[config.mk]
export PLATFORM = sky130hd
export DESIGN_NAME = btn_debounce
export DESIGN_NICKNAME = d
export VERILOG_FILES = /design/src/rtl/btn_debounce.sv
export SDC_FILE = /design/constraint.sdc
export NUM_CORES = 1
export LEC_CHECK = 0
export ABC_AREA = 1
export CORE_UTILIZATION = 35
export CTS_BUF_LIST = sky130_fd_sc_hd__clkbuf_8
export DETAILED_ROUTE_END_ITERATION = 8
export PLACE_DENSITY = 0.58
export SYNTH_ARGS = -nofsm -noshare
export SYNTH_HDL_FRONTEND = slang
export SYNTH_SLANG_ARGS = --single-unit
[constraint.sdc]
create_clock -name clk -period 3.2 [get_ports clk]
set_input_delay 0.64 -clock clk [delete_from_list [all_inputs] [get_ports clk]]
set_output_delay 0.64 -clock clk [all_outputs]
set_load 0.01 [all_outputs]
[src/rtl/btn_debounce.sv]
// Push-button conditioner: 2-FF sync, debounce FSM, level/press/release/long strobes, press counter.
// Latency: a stable level change appears DEBOUNCE_CYCLES+3 edges after the raw input moves.
// Backpressure: none; strobes are single-cycle and must be consumed on the cycle they appear.
module btn_debounce #(
  parameter int unsigned DEBOUNCE_CYCLES = 1000000,
  parameter int unsigned LONG_CYCLES     = 50000000,
  parameter int unsigned CNT_W           = 8
) (
  input  logic             clk,
  input  logic             rst_n,
  input  logic             btn,
  output logic             btn_level,
  output logic             press_pulse,
  output logic             release_pulse,
  output logic             long_pulse,
  output logic [CNT_W-1:0] press_count
);

  localparam int unsigned DB_W   = $clog2(DEBOUNCE_CYCLES + 1);
  localparam int unsigned HOLD_W = $clog2(LONG_CYCLES + 1);

  localparam logic [DB_W-1:0]   DB_LAST  = DB_W'(DEBOUNCE_CYCLES - 1);
  localparam logic [HOLD_W-1:0] HOLD_MAX = HOLD_W'(LONG_CYCLES);
  localparam logic [HOLD_W-1:0] HOLD_PRE = HOLD_W'(LONG_CYCLES - 1);

  typedef enum logic [1:0] {
    IDLE         = 2'd0,
    PRESS_WAIT   = 2'd1,
    PRESSED      = 2'd2,
    RELEASE_WAIT = 2'd3
  } state_t;

  state_t             state_q, state_d;
  logic               s1_q, btn_sync;
  logic [DB_W-1:0]    db_q, db_d;
  logic [HOLD_W-1:0]  hold_q, hold_d;
  logic [CNT_W-1:0]   cnt_q, cnt_d;
  logic               level_q, level_d;
  logic               press_q, press_d;
  logic               rel_q, rel_d;
  logic               long_q, long_d;
  logic               hold_run;

  // Only btn_sync may be used past this point; s1_q can be metastable.
  always_ff @(posedge clk or negedge rst_n) begin
    if (!rst_n) begin
      s1_q     <= 1'b0;
      btn_sync <= 1'b0;
    end else begin
      s1_q     <= btn;
      btn_sync <= s1_q;
    end
  end

  always_ff @(posedge clk or negedge rst_n) begin
    if (!rst_n) begin
      state_q <= IDLE;
      db_q    <= '0;
      hold_q  <= '0;
      cnt_q   <= '0;
      level_q <= 1'b0;
      press_q <= 1'b0;
      rel_q   <= 1'b0;
      long_q  <= 1'b0;
    end else begin
      state_q <= state_d;
      db_q    <= db_d;
      hold_q  <= hold_d;
      cnt_q   <= cnt_d;
      level_q <= level_d;
      press_q <= press_d;
      rel_q   <= rel_d;
      long_q  <= long_d;
    end
  end

  always_comb begin
    state_d  = state_q;
    db_d     = db_q;
    hold_d   = hold_q;
    cnt_d    = cnt_q;
    level_d  = level_q;
    press_d  = 1'b0;
    rel_d    = 1'b0;
    long_d   = 1'b0;
    hold_run = 1'b0;

    case (state_q)
      IDLE: begin
        if (btn_sync) begin
          state_d = PRESS_WAIT;
          db_d    = '0;
        end
      end

      PRESS_WAIT: begin
        if (!btn_sync) begin
          state_d = IDLE;
          db_d    = '0;
        end else if (db_q == DB_LAST) begin
          state_d = PRESSED;
          level_d = 1'b1;
          press_d = 1'b1;
          cnt_d   = cnt_q + CNT_W'(1);
          hold_d  = '0;
        end else begin
          db_d = db_q + DB_W'(1);
        end
      end

      PRESSED: begin
        hold_run = 1'b1;
        if (!btn_sync) begin
          state_d = RELEASE_WAIT;
          db_d    = '0;
        end
      end

      RELEASE_WAIT: begin
        // A release bounce returns to PRESSED without disturbing the hold timer.
        hold_run = 1'b1;
        if (btn_sync) begin
          state_d = PRESSED;
          db_d    = '0;
        end else if (db_q == DB_LAST) begin
          state_d = IDLE;
          level_d = 1'b0;
          rel_d   = 1'b1;
        end else begin
          db_d = db_q + DB_W'(1);
        end
      end

      default: begin
        state_d = IDLE;
        db_d    = '0;
      end
    endcase

    // Saturation at HOLD_MAX is what limits long_pulse to once per press.
    if (hold_run && (hold_q != HOLD_MAX)) begin
      hold_d = hold_q + HOLD_W'(1);
      long_d = (hold_q == HOLD_PRE);
    end
  end

  assign btn_level     = level_q;
  assign press_pulse   = press_q;
  assign release_pulse = rel_q;
  assign long_pulse    = long_q;
  assign press_count   = cnt_q;

endmodule

==> results.sh <==
export IMPL_track_usage_pct=19.2
export IMPL_worst_pin_slew_ns=0.882
export IMPL_ioPinCount=15
export IMPL_synth_edf_count=0
export IMPL_slew_viol_final=0
export IMPL_hold_path_startpoint="s1_q"
export IMPL_synth_ff_type="dfrtp_1"
export IMPL_reg2reg_depth=8
export IMPL_clock_skew_ns=0.0108
export IMPL_die_w_um=108
export IMPL_cts_root_buf="clkbuf_8"
export IMPL_final_antenna_net_count=0
export IMPL_relSlewSlack_pct=41.2
export IMPL_layout_cells_non_filler=747
export IMPL_synth_most_common_cell="nand2_1"
export IMPL_hold_buffers=0
export IMPL_holdPathStages=0
export IMPL_wl_per_cell_um=13.1
export IMPL_yosysTopAreaCell="dfrtp_1"
export IMPL_clkSinkCount=62
export IMPL_cts_setup_buffers=0
export IMPL_synth_cell_types=29
export IMPL_postLayoutCoreUtil_pct=40.6
export IMPL_multi_input_area_um2=2080
export IMPL_seqCellArea_um2=1550
export IMPL_worst_r2r_endpoint="hold_q[22]"
export IMPL_cts_clk_slew_worst_paths_ns=0.08
export IMPL_rows=38
export IMPL_grt_pass1_wl_um=17600
export IMPL_cts_tree="yes"
export IMPL_synth_ff_latch_count=62
export IMPL_avgSynthCellArea_um2=6.75
export IMPL_end_kind="output pin"
export IMPL_h_tree_depth=3
export IMPL_cp_buffers_inverters=1
export IMPL_drc=0
export IMPL_routed_wl_um=9760
export IMPL_p_leak_uw=0.00210
export IMPL_first_pass_iters=5
export IMPL_whs_endpoint="btn_sync"
export IMPL_worstSetupPathType="register to output pin"
export IMPL_layout_min_cycle_time_ns=2.03
export IMPL_die_h_um=108
export IMPL_cts_resized=0
export IMPL_insertion_delay_ns=0.35
export IMPL_synthCells=581
export IMPL_gp_congestion=0.906
export IMPL_period_share_pct=63.5
export IMPL_area_delta_synth_final_pct=12.7
export IMPL_first_iter_violations=221
export IMPL_arrival_ns=1.39
export IMPL_synth_top_cell_area_share_pct=39.6
export IMPL_hp_class="register to register"
export IMPL_cp_max_fo=6
export IMPL_viasPerCell=5.02
export IMPL_fillCellCount=1166
export IMPL_reg2reg_from="hold_q[0]"
export IMPL_rsz0062_at_grt="no"
export IMPL_dieArea_um2=11600
export IMPL_clk_path_buf_depth=2
export IMPL_fmax_mhz=492
export IMPL_hold_viol_final=0
export IMPL_fin_nets=609
export IMPL_path_delay_family="buffers and inverters"
export IMPL_slowest_stage="clkdlybuf4s50_1"
export IMPL_timing_setup_tns_ns=0
export IMPL_grt_pass1_vias=3735
export IMPL_synth_nets=588
export IMPL_final_layout_size_suffix_gt1_share_pct=7.58
export IMPL_setup_viol=0
export IMPL_antenna_found_initial=0
export IMPL_power_density_nw_per_um2=492
export IMPL_synthTopCellsByArea="dfrtp_1 40%, nand2_1 17%, nand3_1 12%, nor2_1 8.0%, inv_1 5.5%"
export IMPL_numCtsBuffers=9
export IMPL_crit_required_ns=2.56
export IMPL_dpl_cell_count=731
export IMPL_slowest_delay_ns=0.58
export IMPL_synth_common_cells="182 x nand2_1, 91 x nand3_1, 84 x nor2_1"
export IMPL_startpoint_type="register"
export IMPL_synth_warning_count=0
export IMPL_grt_ovfl_total=0
export IMPL_num_antenna_cells=0
export IMPL_path_cells="clkdlybuf4s50_1"
export IMPL_status="completed"
export IMPL_reg2reg_slack_ns=1.25
export IMPL_port_buffers=14
export IMPL_start_util_pct=36.0
export IMPL_ir_worst_vdd_mv=0.264
export IMPL_synth_seq_area_share_pct=39.6
export IMPL_drv_cap=0
export IMPL_core_um2=10900
export IMPL_hpwl_um=7150
export IMPL_async_flop_share_pct=100
export IMPL_syn_area_um2=3920
export IMPL_grt_max_degree=39
export IMPL_vias=3752
cells in the final DEF, fill, tap and decap left out, drive strengths merged:
master,synthesis,layout
clkinvlp,0,3
buf,8,6
nand3b,2,2
inv,63,64
a21oi,7,7
nor2,91,91
a31o,1,1
o21ai,16,16
o31ai,1,1
dfrtp,62,62
o21bai,3,3
nand3,91,91
or2,6,6
bufinv,0,1
nand4,15,15
a31oi,1,1
ha,4,4
nor3,10,10
clkinv,0,1
o22ai,1,1
xnor2,4,4
xor2,11,11
clkbuf,1,10
nand2,183,183
clkdlybuf4s50,0,13
logic make-up (layout without fill, tap and decap cells):
family	Yosys count	after routing	share of synthesized area [%]
buffers and inverters	72	98	7.47
DFF	62	62	39.6
adders and majority gates	4	4	1.28
and+or+nand+nor	398	398	43.8
xor gates and xnor gates	15	15	3.35
AOI/OAI and AO/OA	30	30	4.53
layer usage:
layer	global-route usage (%)	share of wire, %	vias up
met5	0	0	-
met4	5.77	1.1	0
li1	-	-	1911
met2	31.3	46	77
met1	25.7	49	1754
met3	3.81	4.3	10
how the worst max path moves through the flow:
stage                   startpoint             end  slack (ns)  cells after the start
global route             hold_q[0]       hold_q[2]        1.00                      8
detailed placement       hold_q[0]      hold_q[22]        1.25                      8
finish              press_count[2]  press_count[2]        1.17                      1
global placement         hold_q[0]      hold_q[22]        1.34                      8
floorplan                  db_q[0]      hold_q[11]        1.60                      7
CTS                 press_count[2]  press_count[2]        1.14                      1
layout make-up:
class	instances	area share [%]
sequential	62	35.1
inverter	63	5.35
clock buffer	10	3.11
timing repair buffer	19	3.91
clock inverter	6	1.59
multi-input combinational	447	47.0
tap	140	3.96
metrics by stage:
step | setup WS [ns] | hold slack, ns | total power (uW) | area [um2]
global placement | 1.34 | 0.367 | 1450 | 4210
CTS | 1.14 | 0.399 | 2210 | 4420
finish | 1.17 | 0.390 | 2180 | 4420
global route | 1.00 | 0.404 | 2320 | 4420
floorplan | 1.60 | 0.331 | 1320 | 3920
detailed placement | 1.25 | 0.374 | 1460 | 4210
report_power, final:
part	leakage [uW]	internal, uW	switching, uW	total (uW)
registers	0.000851	839	97.6	936
clock network	0.0000951	385	349	734
logic	0.00115	146	360	506
total	0.00210	1370	807	2180
state kept, by name, indices dropped and copies added (netlist names), named ones only:
register and cells:
hold_q 26, release_pulse 1, press_count 8, db_q 20, long_pulse 1, state_q 1, btn_sync 1, s1_q 1
press_pulse 1, btn_level 1
(Power assumes the default switching activity.)
